--- src/rtl/uart_cmd_responder.sv ---
// UART command responder: parses write/read/invalid command packets from the
// receive byte stream, runs 16-bit bus accesses and queues reply bytes.
module uart_cmd_responder #(
  parameter int unsigned TIMEOUT = 50000
) (
  input  logic        CLK,
  input  logic        RST,
  input  logic [7:0]  rxData,
  input  logic        rxReady,
  output logic [7:0]  txData,
  output logic        txStart,
  input  logic        txBusy,
  output logic [15:0] busAddr,
  output logic [15:0] busDataOut,
  output logic        busWrite,
  output logic        busRead,
  input  logic [15:0] busDataIn,
  output logic        active
);

  localparam int unsigned TW = (TIMEOUT < 1) ? 1 : $clog2(TIMEOUT + 1);
  localparam logic [7:0] CMD_WRITE = 8'h57;
  localparam logic [7:0] CMD_READ  = 8'h52;
  localparam logic [7:0] REPLY_ACK = 8'h06;
  localparam logic [7:0] REPLY_NAK = 8'h15;

  typedef enum logic [2:0] {IDLE, ARGS, EXEC, RDWAIT, SEND, GUARD} state_t;

  state_t        state, state_next;
  logic          is_write;
  logic [2:0]    arg_cnt;
  logic [23:0]   shift_reg;
  logic [TW-1:0] to_cnt;
  logic          to_hit;
  logic [7:0]    q_head, q_tail, tx_hold;
  logic [1:0]    q_count;

  assign to_hit = (to_cnt == TW'(TIMEOUT));

  // State register and registered activity flag
  always_ff @(posedge CLK or posedge RST) begin
    if (RST) begin
      state  <= IDLE;
      active <= 1'b0;
    end else begin
      state  <= state_next;
      active <= (state_next != IDLE);
    end
  end

  // Next-state logic and strobes; txData shows the queue head during the
  // txStart cycle and the held byte afterwards so it stays stable while busy
  always_comb begin
    state_next = state;
    busWrite   = 1'b0;
    busRead    = 1'b0;
    txStart    = 1'b0;
    txData     = tx_hold;
    case (state)
      IDLE: begin
        if (rxReady) begin
          if (rxData == CMD_WRITE || rxData == CMD_READ) state_next = ARGS;
          else                                           state_next = SEND;
        end
      end
      ARGS: begin
        if (rxReady) begin
          if (arg_cnt == 3'd1) state_next = EXEC;
        end else if (to_hit) begin
          state_next = IDLE;
        end
      end
      EXEC: begin
        busWrite   = is_write;
        busRead    = !is_write;
        state_next = is_write ? SEND : RDWAIT;
      end
      RDWAIT: state_next = SEND;
      SEND: begin
        if (!txBusy) begin
          txStart    = 1'b1;
          txData     = q_head;
          state_next = GUARD;
        end
      end
      GUARD: state_next = (q_count != 2'd0) ? SEND : IDLE;
      default: state_next = IDLE;
    endcase
  end

  // Datapath: command latch, argument shifting, bus registers, reply queue
  always_ff @(posedge CLK or posedge RST) begin
    if (RST) begin
      is_write   <= 1'b0;
      arg_cnt    <= '0;
      shift_reg  <= '0;
      to_cnt     <= '0;
      q_head     <= '0;
      q_tail     <= '0;
      q_count    <= '0;
      tx_hold    <= '0;
      busAddr    <= '0;
      busDataOut <= '0;
    end else begin
      to_cnt <= '0;
      case (state)
        IDLE: begin
          if (rxReady) begin
            is_write <= (rxData == CMD_WRITE);
            arg_cnt  <= (rxData == CMD_WRITE) ? 3'd4 : 3'd2;
            if (rxData != CMD_WRITE && rxData != CMD_READ) begin
              q_head  <= REPLY_NAK;
              q_count <= 2'd1;
            end
          end
        end
        ARGS: begin
          if (rxReady) begin
            shift_reg <= {shift_reg[15:0], rxData};
            arg_cnt   <= arg_cnt - 3'd1;
            // Last byte: the earlier bytes are still in the shift register
            if (arg_cnt == 3'd1) begin
              if (is_write) begin
                busAddr    <= shift_reg[23:8];
                busDataOut <= {shift_reg[7:0], rxData};
              end else begin
                busAddr    <= {shift_reg[7:0], rxData};
              end
            end
          end else if (!to_hit) begin
            to_cnt <= to_cnt + TW'(1);
          end
        end
        EXEC: begin
          if (is_write) begin
            q_head  <= REPLY_ACK;
            q_count <= 2'd1;
          end
        end
        RDWAIT: begin
          q_head  <= busDataIn[15:8];
          q_tail  <= busDataIn[7:0];
          q_count <= 2'd2;
        end
        SEND: begin
          if (txStart) begin
            tx_hold <= q_head;
            q_head  <= q_tail;
            q_count <= q_count - 2'd1;
          end
        end
        default: ;
      endcase
    end
  end

endmodule

--- config.mk ---
export PLATFORM = sky130hd
export DESIGN_NAME = uart_cmd_responder
export DESIGN_NICKNAME = d
export VERILOG_FILES = /design/src/rtl/uart_cmd_responder.sv
export SDC_FILE = /design/constraint.sdc
export NUM_CORES = 1
export LEC_CHECK = 0
export BUFFER_PORTS_ARGS = -buffer_cell sky130_fd_sc_hd__buf_2
export CORE_MARGIN = 10
export CORE_UTILIZATION = 53
export CTS_CLUSTER_SIZE = 28
export DETAILED_ROUTE_END_ITERATION = 10
export PLACE_DENSITY = 0.81
export SETUP_SLACK_MARGIN = 0.15
export SYNTH_ARGS = -nofsm -noshare
export SYNTH_HDL_FRONTEND = slang
export SYNTH_SLANG_ARGS = --single-unit
--- constraint.sdc ---
create_clock -name CLK -period 4.91 [get_ports CLK]
set_clock_uncertainty 0.05 [all_clocks]
set_input_delay 0.2455 -clock CLK [delete_from_list [all_inputs] [get_ports CLK]]
set_output_delay 0.2455 -clock CLK [all_outputs]
set_load 0.005 [all_outputs]
# == Word-level counts from Yosys, hierarchy flattened ==
# Index checks and enable logic that the tools add are counted.
# classes
muxes,33
n_reduce_logical,15
add_sub_neg,3
eq_ne,16
# ops
cell,count
16-bit two-way mux,4
8-bit two-way mux,6
3-bit two-way mux,11
8-bit one-hot mux with 4 select lines,1
3-bit one-hot mux with 6 select lines,1
16-bit by 1-bit adder with 16-bit output (second input constant),1
16-bit equality test (second input constant),1
8-bit by 7-bit equality test with 1-bit output (second input constant),2
8-bit by 7-bit != test with 1-bit output (second input constant),2
2-bit != test (second input constant),5
2-bit two-way mux,4
2-bit one-hot mux with 4 select lines,1
3-bit by 1-bit equality test with 1-bit output (second input constant),2
3-bit by 2-bit equality test with 1-bit output (second input constant),2
3-bit equality test (second input constant),2
3-bit one-hot mux with 2 select lines,1
2-bit AND reduction,3
3-bit AND reduction,2
5-bit AND reduction,1
1-bit two-way mux,4
4-bit AND reduction,1
2-bit nonzero test,2
4-bit nonzero test,1
3-bit logical NOT,1
6 further kinds,6
# totals
wordCells,79
output_inout_bits,44
in_bits,28
register_bits,106

# == Depth between registers and ports, before layout ==
# Gate-level depths: netlist (run 1).
# logic_depth
depth_word,6
mapped_depth,8
ltp_nobuf,6

# == Worst setup path before layout (run 1) ==
# OpenSTA, ideal clock, no wires.
# synth_path
path_type,flip-flop to output port
startpoint,register state[2]
endpoint,output txData[6]
t_arrival_ps,1606
t_required_ps,4615
path_slack_ps,3008
path_buffers,3
stages_incl_launch_ff,7
cell_sequence,dfrtp_1 buf_6 or3b_1 buf_2 nor2_8 buf_4 mux2_2
# synth_via
elab_chain_len,2
# synth_lines
element,line,source
start: declaration,29,"state_t state, state_next;"
start signal: assignment,46,state <= state_next;
3-bit equality test,59,case (state)
8-bit two-way mux,59,
end: declaration,10,"output logic [7:0] txData,"
# No other way between the ends.

# == Worst setup path after layout (run 1) ==
# layout_path
startpoint,register state[0]
endpoint,register busDataOut[10]
# layout_via
elab_chain_len,2
# layout_lines
element,line,source
3-bit by 1-bit equality test with 1-bit output,106,case (state)
4-bit AND reduction (no line),--,
end signal: assignment,125,"busDataOut <= {shift_reg[7:0], rxData};"
end: declaration,14,"output logic [15:0] busDataOut,"
# No other way between the ends.
# A chain may end at the register's enable or synchronous reset.

==> metrics.txt, run 1 <==
DRT antenna net count=0; minimum clock period=slightly below 3000 ps; number of global-route vias before repair=3561; Power Density=463.1 mW/mm^2; Synth area leader=dfrtp_1; Setup crit end kind=flip-flop; max reg flops=24; largest family of logic cells by synthesized area=simple AND/OR/NAND/NOR gates; drt drc=0; Starting Density=between 50% and 60%; Max clock buf depth=2; crit-path cells=nor3b_4, and2b_1, nand2_4, mux2_4; status=complete, but fails checks; post-synthesis cell count=458; hold_buf cts=2; Final Setup Violations=0; Crit path required time=between 5000 and 6000 ps; # IOs=72; area of the mapped netlist=just under 0.005 mm^2; die width=116.0 um; setup TNS=0 ps; Yosys top cell area share=54.28%; final hold viol count=22; die area=around 0.013 mm^2; kind of critical path=reg2reg; max_cap viols=0; core area=0.008848 mm^2; clk sinks=106; pin count of the biggest net entering global routing=70; Synth Area in Compound Gates=around 6.3%; Chip Height=116.0 um; post-synthesis simple-gate area fraction=18.89%; prevailing post-synth register cell=dfrtp_1; met1 GRT Util=20.30%; CP arrival=between 3000 and 4000 ps; Buf+Inv Stages, Crit Path=0; syn_nets=491; multiplexer share of the synthesized area=around 13%; Synth Area in XOR/XNOR=2.151%; Post-synth EDFFs=0; commonest non-fill, non-tap cell in the layout=nand2_1; synth top area cells=dfrtp_1 (54%), nand2_1 (8.2%), mux2_2 (7.1%), mux2i_1 (3.3%), mux2_4 (3.1%); failing checks=negative hold slack; sequential cell area=0.002653 mm^2; sequential area share after synthesis=54.28%; DP Wirelength=7.461 mm; drt first pass iters=4; # rows=34; Setup WS post-layout=2027 ps; post-place setup slack=between 2000 and 2500 ps; # nets final=553; overall routed net length=10.57 mm; Clock Latency Late Sink=380 ps; unrepaired setup endpoints after global routing=no; Max Slew Vio Count=0; FILL cells=721; Hold Crit Class=in2async; routability cong.=0.7859; GRT Total Usage=between 15 and 20%; fmax=approximately 0.35 GHz; M3 GR Usage=under 10%; root buf cell=clkbuf_8; Slowest cell on crit path=and2b_1; Slew @ Worst Pin=about 1200 ps; Synth Warn #=0; drt first-iter violations=194; Max VDD drop=around 230 uV; Leak=2.687 nW; final worst-path cycle share=about three fifths; Port Buffer Count=71; Reg clk slew, reported paths=roughly 100 ps; critical path launch point type=flip-flop; H-tree levels=3; first-pass GRT wire length=approximately 18 mm; layout cells sized above 1=26.10%; syn avg cell area=10.67 um^2; CTS tree=done; Post-CTS Setup Bufs=0; total gr overflow=0; Resize count post-CTS=0; synth-to-layout area growth=12.03%; Worst path top cell family by delay=simple AND/OR/NAND/NOR gates; CTS Buf Count=9; antenna violations before repair=1; n_diodes=0; Avg Vias per Cell=between 5 and 6; WL/cell=16.69 um; post-layout power=2.535 mW; multi-input logic area=0.002057 mm^2; worst stage delay on the critical path=930 ps; register bit total from synthesis=106; asr flop ratio synth=100.0%; Slew headroom=16.97%; vias=3505; M2 GR Usage=26.81%; grt peak-use layer=met2; Netlist cell types=54; commonest cells after routing, fill and taps aside=nand2_1 (107), dfrtp_1 (106), buf_2 (71), nor2_1 (36), mux2_2 (31); CP max FO=34; Synth Area in Adders=around 1.3%; hold slack final=-24.76 ps
## worst paths after layout
| path | from | endpoint | slack [ps] | cells past startpoint |
|---|---|---|---|---|
| worst max-delay path | state[0] | busDataOut[10] | 2030 | 4 |
| worst min-delay path | RST | busAddr[2] | -20 | 2 |
| worst max register to register | state[0] | busDataOut[10] | 2030 | 4 |
| worst min register to register | to_cnt[0] | to_cnt[0] | 430 | 1 |
| max in group asynchronous | RST | q_tail[7] | 3820 | 3 |
| min in group CLK | busDataIn[5] | q_tail[5] | 20 | 3 |
## routing by layer
layer  up-vias  wire length, um  share of wire, %
met2        85             5125                49
li1       1672                -                 -
met3        16              590               5.6
met5         -                0                 0
met4         0              205               1.9
met1      1732             4645                44
## kinds of logic after synthesis
logic type	Yosys count
adder cells (fa/ha/maj)	5
AO/OA/AOI/OAI	48
flip-flops	106
buffers and inverters	33
XOR/XNOR	12
multiplexers	57
AND/OR/NAND/NOR	197
## synthesized netlist by cell type (4+ instances only)
| cell | number |
|---|---|
| buf_6 | 4 |
| nand4_1 | 7 |
| ha_1 | 5 |
| nor3_1 | 6 |
| xor2_1 | 9 |
| a22o_1 | 4 |
| mux2_2 | 31 |
| nand3_1 | 9 |
| clkbuf_1 | 7 |
| mux2i_1 | 16 |
| and3_1 | 5 |
| dfrtp_1 | 106 |
| inv_1 | 10 |
| mux2_4 | 10 |
| nor2_1 | 36 |
| a21oi_1 | 24 |
| buf_4 | 4 |
| nand2_1 | 107 |
| o21ai_0 | 7 |
| buf_2 | 6 |
## metrics by stage
step	std cells	utilization [%]	instance area [um^2]	hold WS, ps
after floorplan	458	-	4887	300.9
after global placement	615	59.30	5248	390.6
after detailed placement	615	59.30	5248	390.0
after CTS	633	61.88	5475	8.638
after global routing	633	61.88	5475	27.36
final	633	61.88	5475	-24.76
## power by group
part	internal (mW)	switching [mW]
clock	0.255	0.304
combinational	0.345	0.365
sequential	1.10	0.168
## layout make-up
class,instances,share of cell area [%]
Clock buffer,10,2.514
Clock inverter,6,1.280
Inverter,10,0.7313
Multi-Input combinational cell,319,37.57
Sequential cell,106,48.45
Tap cell,108,2.468
Timing Repair Buffer,74,6.993
Note: power is estimated with default switching activity, not from simulation.
==> inputs of run 2 (changes only) <==
Clock period 4.91 ns to 2.8 ns, I/O delays scaled along.
==> run 2 against run 1 <==
Net effect: the run now ends clean; sequential power up 76%; register-to-register slack worse by 1300 ps; global-route usage up 1.2 points; total power up 75%; sequential cell count unchanged; core utilization up 2.2 points; combinational power up 80%; first-iteration DRC count up 0.52%.
==> metrics.txt, run 2 (synthesis gave the netlist of run 1 again) <==
status=finished, final reports clean; synth-to-layout area growth=16.05%; core area=0.008848 mm^2; hold slack final=about 85 ps; Chip Height=116.0 um; overall routed net length=11.32 mm; Slew headroom=43.44%; drt first-iter violations=195; Hold Crit Class=in2reg; WL/cell=~17 um; CP arrival=about 2300 ps; CTS Buf Count=9; Avg Vias per Cell=approximately 5.5; DP Area=0.005314 mm^2; max_cap viols=0; Slew @ Worst Pin=846.6 ps; minimum clock period=2476 ps; CTS tree=done; # rows=34; drt first pass iters=5; Max VDD drop=about 340 uV; root buf cell=clkbuf_8; antenna violations before repair=1; DRT antenna net count=0; final worst-path cycle share=88.42%; Reg clk slew, reported paths=100 ps; H-tree levels=3; # nets final=575; pin count of the biggest net entering global routing=40; Design Area, Final=0.005672 mm^2; Crit path required time=around 2600 ps; Cell Count Post-Placement=~620; unrepaired setup endpoints after global routing=no; Starting Density=55.23%; Setup crit end kind=output pin; clk sinks=106; # IOs=72; routability cong.=0.7870; commonest cells after routing, fill and taps aside=nand2_1 (107), dfrtp_1 (106), buf_2 (71), nor2_1 (36), mux2_2 (31); Port Buffer Count=71; drt drc=0; Non-Filler Instances=656; fmax=~0.4 GHz; final hold viol count=0; kind of critical path=reg2out; layout cells sized above 1=26.33%; commonest non-fill, non-tap cell in the layout=nand2_1; Max clock buf depth=2; GRT Total Usage=17.56%; vias=3622; die width=116.0 um; first-pass GRT wire length=18.91 mm; die area=between 0.01 and 0.015 mm^2; critical path launch point type=flip-flop; number of global-route vias before repair=3766; Leak=2.771 nW; total gr overflow=0; Max Slew Vio Count=0; CP max FO=18; setup TNS=0 ps; DP Wirelength=7.626 mm; max reg flops=24; Clock Latency Late Sink=between 300 and 400 ps; Final Setup Violations=0; Power Density=781.5 mW/mm^2
## run 2: changes by cell type in the layout (fill, tap and decap cells not counted), sizes merged
cell and change:
dlygate4sd3 +15, buf +7, clkinvlp +2, bufinv -1, clkbuf -1, clkinv +1, diode +1, inv -1
## run 2: where the power goes
group / switching (mW) / internal (mW) / total, mW
logic: 0.646 / 0.638 / 1.28
clock network: 0.577 / 0.341 / 0.919
registers: 0.305 / 1.92 / 2.23
total: 1.53 / 2.90 / 4.43
## run 2: cell type report
cell class	instances	area, um^2
fill	679	3177
sequential	106	2653
multi-input combinational	319	2057
timing repair buffer	96	598.1
tap	108	135.1
clock buffer	9	123.9
clock inverter	7	61.31
inverter	10	41.29
antenna	1	2.502
## run 2: repair_timing
| item | CTS | global route |
|---|---|---|
| endpoints found under the hold margin | 57 | 0 |
| resized for setup | 0 | 0 |
| buffers inserted | 0 | 0 |
| hold buffers | 17 | 0 |
## run 2: routing by layer
| layer | up-vias | global-route usage, % | wire, um |
|---|---|---|---|
| met2 | 102 | 29.54 | 5579 |
| li1 | 1720 | - | - |
| met3 | 19 | 3.979 | 630 |
| met5 | - | 0 | 0 |
| met1 | 1781 | 21.51 | 4888 |
| met4 | 0 | 6.839 | 216 |
## run 2: path summary, 6_finish.rpt
check                              start       endpoint  slack (ps)  cells past startpoint
min in group asynchronous            RST     busAddr[3]         420                      3
max in group asynchronous            RST   shift_reg[0]        1580                      4
setup reg to reg                state[0]  busDataOut[4]         680                      4
setup / recovery                state[0]      txData[7]         320                      4
hold reg to reg                to_cnt[0]      to_cnt[0]         430                      1
hold / removal             busDataIn[11]      q_head[3]          90                      3
## run 2: worst max-delay path, stage by stage, from the launching register on
cell     delay (ps)
dfrtp_1         530
or3b_1          550
nor2_8          310
mux2_2          380
buf_2           130
## run 2: through the flow
step / total power [mW] / setup WS [ps] / util (%)
2_1_floorplan: 3.113 / 1004 / -
3_3_place_gp: 3.429 / 789.9 / 60.05
3_5_place_dp: 3.522 / 725.0 / 60.05
4_1_cts: 4.442 / 310.1 / 64.07
5_1_grt: 4.719 / 216.2 / 64.07
6_report: 4.433 / 324.1 / 64.10
